## config.mk

```make
export PLATFORM = sky130hd
export DESIGN_NAME = counter_port_sched
export DESIGN_NICKNAME = d
export VERILOG_FILES = /design/src/rtl/counter_port_sched.sv
export SDC_FILE = /design/constraint.sdc
export NUM_CORES = 1
export LEC_CHECK = 0
export CORE_MARGIN = 4
export CORE_UTILIZATION = 54
export DETAILED_ROUTE_END_ITERATION = 7
export PLACE_DENSITY = 0.91
export SLEW_MARGIN = 20
export SYNTH_ARGS = -nofsm -noshare
export SYNTH_HDL_FRONTEND = slang
export SYNTH_SLANG_ARGS = --single-unit
```

## constraint.sdc

```tcl
create_clock -name clk -period 4.7 [get_ports clk]
set_clock_uncertainty 0.15 [all_clocks]
set_input_delay 1.175 -clock clk [delete_from_list [all_inputs] [get_ports clk]]
set_output_delay 1.175 -clock clk [all_outputs]
set_load 0.01 [all_outputs]
```

## src/rtl/counter_port_sched.sv

```systemverilog
// Round-robin scheduler sharing one incrementer between counter ports A and B.
// Optional wrap pulses (wrap_a/wrap_b) are enabled by defining COUNTER_SCHED_WRAP_IRQ_EN.
module counter_port_sched #(
  parameter int WIDTH     = 10,
  parameter int MAX_BURST = 8,
  parameter int BURST_W   = 4
) (
  input  logic             clk,
  input  logic             reset,
  input  logic             req_a,
  input  logic             req_b,
  output logic             gnt_a,
  output logic             gnt_b,
  output logic [WIDTH-1:0] port_a,
  output logic [WIDTH-1:0] port_b,
  output logic             busy
`ifdef COUNTER_SCHED_WRAP_IRQ_EN
  ,
  output logic             wrap_a,
  output logic             wrap_b
`endif
);

  localparam logic [1:0] IDLE  = 2'd0;
  localparam logic [1:0] GNT_A = 2'd1;
  localparam logic [1:0] GNT_B = 2'd2;
  localparam logic [1:0] GAP   = 2'd3;

  localparam logic LAST_A = 1'b0;
  localparam logic LAST_B = 1'b1;

  localparam logic [BURST_W-1:0] BURST_LAST = BURST_W'(MAX_BURST - 1);

  logic [1:0]         state_q, state_d;
  logic               last_q, last_d;
  logic [BURST_W-1:0] burst_q, burst_d;
  logic [WIDTH-1:0]   port_a_q, port_a_d;
  logic [WIDTH-1:0]   port_b_q, port_b_d;
  logic               gnt_a_q, gnt_a_d;
  logic               gnt_b_q, gnt_b_d;

  always_comb begin
    state_d  = state_q;
    last_d   = last_q;
    burst_d  = burst_q;
    port_a_d = port_a_q;
    port_b_d = port_b_q;
    case (state_q)
      IDLE, GAP: begin
        // On contention the port that was not served last wins.
        if (req_a && (!req_b || last_q == LAST_B)) begin
          state_d = GNT_A;
          last_d  = LAST_A;
          burst_d = '0;
        end else if (req_b) begin
          state_d = GNT_B;
          last_d  = LAST_B;
          burst_d = '0;
        end else begin
          state_d = IDLE;
        end
      end
      GNT_A: begin
        if (req_a) begin
          port_a_d = port_a_q + WIDTH'(1);
          burst_d  = burst_q + BURST_W'(1);
          if (burst_q == BURST_LAST) state_d = GAP;
        end else begin
          state_d = GAP;
        end
      end
      GNT_B: begin
        if (req_b) begin
          port_b_d = port_b_q + WIDTH'(1);
          burst_d  = burst_q + BURST_W'(1);
          if (burst_q == BURST_LAST) state_d = GAP;
        end else begin
          state_d = GAP;
        end
      end
      default: state_d = IDLE;
    endcase
    gnt_a_d = (state_d == GNT_A);
    gnt_b_d = (state_d == GNT_B);
  end

  always_ff @(posedge clk or posedge reset) begin
    if (reset) begin
      state_q  <= IDLE;
      last_q   <= LAST_B;
      burst_q  <= '0;
      port_a_q <= '0;
      port_b_q <= '0;
      gnt_a_q  <= 1'b0;
      gnt_b_q  <= 1'b0;
    end else begin
      state_q  <= state_d;
      last_q   <= last_d;
      burst_q  <= burst_d;
      port_a_q <= port_a_d;
      port_b_q <= port_b_d;
      gnt_a_q  <= gnt_a_d;
      gnt_b_q  <= gnt_b_d;
    end
  end

  assign gnt_a  = gnt_a_q;
  assign gnt_b  = gnt_b_q;
  assign port_a = port_a_q;
  assign port_b = port_b_q;
  assign busy   = gnt_a_q | gnt_b_q;

`ifdef COUNTER_SCHED_WRAP_IRQ_EN
  logic wrap_a_q, wrap_a_d;
  logic wrap_b_q, wrap_b_d;

  // A pulse marks the edge where the all-ones value rolls over to zero.
  always_comb begin
    wrap_a_d = (state_q == GNT_A) && req_a && (port_a_q == '1);
    wrap_b_d = (state_q == GNT_B) && req_b && (port_b_q == '1);
  end

  always_ff @(posedge clk or posedge reset) begin
    if (reset) begin
      wrap_a_q <= 1'b0;
      wrap_b_q <= 1'b0;
    end else begin
      wrap_a_q <= wrap_a_d;
      wrap_b_q <= wrap_b_d;
    end
  end

  assign wrap_a = wrap_a_q;
  assign wrap_b = wrap_b_q;
`endif

endmodule

```

==> run metrics, run 1 <==
area growth from synthesis to layout 23.8%; Avg WL per Cell 14.6 um; CP max FO 2; vias 1024; GP Congestion 0.780; Die Wd 59.0 um; clk sinks 29; WP data required 3.38 ns; setup repair bufs after CTS 0; Max Clock Freq 361 MHz; Iteration-0 DRC Markers 24; Max Cap Viol 0; Leak Pwr 0.763 nW; count of final max-slew check failures 0; Filler cells 190; clk root buf clkbuf_4; part of the Yosys area used for sequential elements 51.8%; Setup crit end kind output pin; Cell Area, Synth 1400 um2; drt total wl 2720 um; worst slew pin tran 0.589 ns; Port Buf Inserts 26; #FFs+latches synth 29; internal cell power 600 uW; Synth cell types 36; critical path launch point type flip-flop; CTS Buffer Depth 2; drt pass-1 iters 4; Synth Area per Inst 11.3 um2; vias in the first global route 1020; gr usage total 17.9%; # rows 18; WP buf/inv 1; Starting Density 56.6%; grt total ovfl 0; Final min period 2.77 ns; setup ws final 1.93 ns; # hold bufs at CTS 0; DP HPWL 2070 um; worst min-delay path class flip-flop to flip-flop; Tcrit/Tclk final 59.0%; status complete, no violations; CTS tree done; Sw Ratio 36.0%; number of buffers created by CTS 5; cells resized by post-CTS repair 0; initial antenna violation count 0; largest net degree at the start of global routing 30; Final TNS setup 0 ns; CP Cell Sequence or2_2 > clkdlybuf4s50_1; Comb power frac 42.8%; Residual DRC 0; fin nets 165; Finish-stage setup viols 0; full die area 3480 um2; Die Span Y 59.0 um; clock-pin slew on the worst setup and hold paths 0.08 ns; clock share of power 14.6%; Place WS 1.87 ns; first-pass GRT wire length 4630 um; CP max-delay cell clkdlybuf4s50_1; Mapped Nets 134; RSZ-0062 raised after global routing false; worst skew pair latency 0.31 ns; Net Sw Power 337 uW; Worst slew margin 60.7%; Worst path max stage delay 0.48 ns; core box area 2480 um2; critical path class flip-flop to output pin; CP top delay family buffers and inverters; vias per inst 5.51; VDD IR max 0.367 mV; # diodes 0; Cells after Synth 124; pwr dens 539 nW/um2; Ports 27; post-route antenna net violation count 0; share of cells above drive strength 1 8.33%; Seq pwr share 42.6%; CTS H-tree lvls 2; Ys Warns 0; CP Data Arrival Time 1.45 ns; Tot Pwr 936 uW; Final Hold Viols 0
worst register-to-register path, delay by kind of cell (launching register included):
family,cells,cell delay [ns]
adder cells (fa/ha/maj),1,0.44
flip-flops,1,0.39
AND/OR/NAND/NOR,2,0.65
AO/OA/AOI/OAI,1,0.19
buffers and inverters,1,0.09
stage by stage:
step                utilization, %  hold slack, ns  cell area [um2]  instances
floorplan                        -           0.327             1400        124
global placement              68.1           0.310             1690        178
detailed placement            68.1           0.316             1690        178
CTS                           70.1           0.327             1740        186
global route                  70.1           0.342             1740        186
finish                        70.1           0.325             1740        186
layout by cell type, fill, tap and decap left out, types with 3 or more instances in the layout:
cell type         n
clkdlybuf4s50_1  26
and4_1            4
clkbuf_4          5
nand2_1          12
nand3_1           7
ha_1              6
xnor2_1          14
clkbuf_1          3
nor2b_1           3
xor2_1            4
dfrtp_1          28
nor2_1            3
inv_1             3
mux2_2            3
nand4_1           5
power groups by stage:
stage,logic [mW],clock network [mW],registers [mW]
2_1_floorplan,0.234,0,0.408
3_3_place_gp,0.380,0,0.396
3_5_place_dp,0.406,0,0.400
4_1_cts,0.406,0.140,0.397
5_1_grt,0.440,0.157,0.408
6_report,0.401,0.137,0.399
layout make-up:
cell class              instances  area (um2)  area share, %
inverters                       4        15.0          0.865
repair buffers                 26         260           15.0
well taps                      30        37.5           2.16
clock buffers                   8        48.8           2.81
multi-input cells              89         648           37.3
flip-flops and latches         29         727           41.9
synthesized netlist by cell type:
master | count | area [um2]
nor4_1 | 2 | 12.5
dfstp_2 | 1 | 26.3
nand3b_1 | 2 | 15.0
xnor2_1 | 14 | 123
or2_1 | 2 | 12.5
a22o_1 | 1 | 8.76
a21boi_0 | 1 | 7.51
or3_1 | 1 | 6.26
nor3b_1 | 1 | 7.51
mux2_2 | 3 | 33.8
ha_1 | 6 | 75.1
nand2_1 | 12 | 45.0
xor2_1 | 4 | 35.0
nand3_1 | 7 | 35.0
nand4_1 | 5 | 31.3
and4_2 | 1 | 10.0
nor2_1 | 3 | 11.3
or3_4 | 1 | 11.3
a311oi_1 | 1 | 8.76
a21o_1 | 2 | 15.0
and4_1 | 4 | 35.0
nor3_1 | 2 | 10.0
o211ai_1 | 2 | 15.0
o31ai_1 | 2 | 15.0
and2_1 | 1 | 6.26
dfrtp_1 | 28 | 701
nor4b_1 | 1 | 8.76
nand2b_1 | 1 | 6.26
a311o_1 | 1 | 10.0
clkbuf_2 | 1 | 5.00
buf_4 | 1 | 7.51
inv_1 | 4 | 15.0
and3_1 | 1 | 6.26
a31oi_1 | 1 | 6.26
nor2b_1 | 3 | 18.8
or2_2 | 1 | 6.26
routing by layer:
| metal | share of wire [%] | vias up | GRT usage, % |
|---|---|---|---|
| li1 | - | 504 | - |
| met5 | 0 | - | 0 |
| met2 | 51 | 17 | 30.4 |
| met1 | 43 | 498 | 21.5 |
| met3 | 4.2 | 5 | 5.48 |
| met4 | 1.1 | 0 | 5.83 |
state kept, by name, summed over array words and instances, names as in the netlist:
| register | flops |
|---|---|
| burst_q | 4 |
| last_q | 1 |
| port_a | 10 |
| port_b | 10 |
| gnt_a | 1 |
| state_q | 2 |
| gnt_b | 1 |
final timing paths:
check                           startpoint          to  slack, ns  cells past startpoint
worst max-delay path                 gnt_b        busy       1.93                      2
worst min-delay path             port_a[9]   port_a[9]       0.32                      1
worst max register to register  state_q[0]  burst_q[0]       2.69                      5
worst min register to register   port_a[9]   port_a[9]       0.32                      1
max in group asynchronous            reset   port_a[2]       2.91                      2
min in group asynchronous            reset   port_b[4]       1.10                      2
logic make-up after synthesis:
logic type,after synthesis,synth area share (%)
and+or+nand+nor,51,21.1
adders and majority gates,6,5.35
DFF,29,51.8
buffers and inverters,6,1.96
xor gates and xnor gates,18,11.2
muxes,3,2.41
AOI/OAI and AO/OA,11,6.16
(Power assumes the default switching activity.)
==> inputs of run 2 (changes only) <==
Settings changed: CORE_UTILIZATION 54 to 50, PLACE_DENSITY 0.91 to 0.85.
Clock period 4.7 ns to 2.6 ns, I/O delays scaled along.
==> run 2 against run 1 <==
Largest cell class unchanged. Highest routed layer unchanged. Setup slack got worse by 1.6 ns. Final area is 2.5% higher. Combinational power is 80% higher.
==> run metrics, run 2 (synthesized netlist as in run 1, its figures left out) <==
status complete, no violations; CTS Buffer Depth 2; Die Wd 61.0 um; Worst slew margin 73.6%; VDD IR max 0.646 mV; Tcrit/Tclk final 86.8%; setup repair bufs after CTS 0; critical path launch point type flip-flop; first-pass GRT wire length 4510 um; post-route cell area 1780 um2; CTS tree done; Final Hold Viols 0; # rows 18; CP Cell Sequence or2_2 > clkdlybuf4s50_1; post-route antenna net violation count 0; worst slew pin tran 0.395 ns; Max Cap Viol 0; Avg WL per Cell 14.1 um; DP HPWL 1930 um; critical path class flip-flop to output pin; path depth of the worst reg2reg path 5; cells resized by post-CTS repair 0; count of final max-slew check failures 0; full die area 3720 um2; Reg2Reg Setup Slack 0.63 ns; Net Sw Power 620 uW; clock-pin slew on the worst setup and hold paths 0.09 ns; Reg area 727 um2; Worst path max stage delay 0.48 ns; RSZ-0062 raised after global routing false; Port Buf Inserts 26; grt total ovfl 0; WP buf/inv 1; Multi-input gate area 648 um2; share of cells above drive strength 1 9.55%; most frequent cells in the layout 28 x dfrtp_1, 26 x clkdlybuf4s50_1, 14 x xnor2_1, 12 x nand2_1, 7 x nand3_1; Leak Pwr 0.788 nW; largest net degree at the start of global routing 30; Layout Cells excl Fill 187; Worst path depth 2; WP data required 1.80 ns; clock share of power 21.2%; CP Data Arrival Time 1.46 ns; vias per inst 5.59; Cell Count Post-Placement 179; # diodes 0; CP max-delay cell clkdlybuf4s50_1; Worst Hold Depth 1; clk sinks 29; core box area 2570 um2; Area after DPL 1700 um2; Sw Ratio 33.9%; vias in the first global route 1027; gr usage total 17.0%; drt total wl 2640 um; initial antenna violation count 0; drt pass-1 iters 4; fin nets 166; Setup crit end kind output pin; clk root buf clkbuf_4; Finish-stage setup viols 0; Final TNS setup 0 ns; CTS H-tree lvls 2; number of buffers created by CTS 5; Iteration-0 DRC Markers 53; area growth from synthesis to layout 26.9%; Residual DRC 0; Starting Density 54.6%; internal cell power 1.21 mW; Comb power frac 39.5%; Ports 27; Seq pwr share 39.3%; GP Congestion 0.801; CP top delay family buffers and inverters; Filler cells 203; vias 1045; CP max FO 2; commonest non-fill, non-tap cell in the layout dfrtp_1; worst min-delay path class flip-flop to flip-flop; Final min period 2.26 ns; pwr dens 1030 nW/um2; Max Clock Freq 443 MHz; # hold bufs at CTS 0; Die Span Y 61.0 um; worst skew pair latency 0.32 ns
==> run 2: area by class of cell <==
type / count / share of cell area, %
Inverter: 4 / 0.843
Tap cell: 30 / 2.11
Sequential cell: 29 / 40.8
Multi-Input combinational cell: 89 / 36.4
Timing Repair Buffer: 27 / 15.0
Clock buffer: 7 / 3.09
Clock inverter: 1 / 1.69
==> run 2: power groups by stage <==
stage / clock network [mW] / registers, mW / logic (mW)
after floorplan: 0 / 0.737 / 0.423
after global placement: 0 / 0.717 / 0.695
after detailed placement: 0 / 0.723 / 0.723
after CTS: 0.397 / 0.716 / 0.727
after global routing: 0.420 / 0.742 / 0.802
final: 0.387 / 0.718 / 0.720
==> run 2: path summary, 6_finish.rpt <==
kind / startpoint / endpoint
max: gnt_b / busy
min: port_b[9] / port_b[9]
max reg2reg: state_q[0] / burst_q[2]
min reg2reg: port_b[9] / port_b[9]
max in group asynchronous: reset / last_q
min in group asynchronous: reset / port_a[8]
==> run 2: through the flow <==
stage | setup WS, ns | hold WS (ns) | total power [mW] | util, %
after floorplan | 0.911 | 0.327 | 1.16 | -
after global placement | 0.331 | 0.312 | 1.41 | 66.0
after detailed placement | 0.275 | 0.312 | 1.45 | 66.0
after CTS | 0.321 | 0.330 | 1.84 | 69.3
after global routing | 0.277 | 0.356 | 1.96 | 69.3
final | 0.344 | 0.323 | 1.83 | 69.3
==> run 2: layer usage <==
| layer | vias to the layer above | track usage (%) | wire (um) | part of all wire [%] |
|---|---|---|---|---|
| li1 | 507 | - | - | - |
| met1 | 501 | 21.4 | 1230 | 47 |
| met5 | - | 0 | 0 | 0 |
| met2 | 31 | 25.2 | 1220 | 46 |
| met3 | 6 | 5.74 | 138 | 5.2 |
| met4 | 0 | 10.2 | 46 | 1.7 |
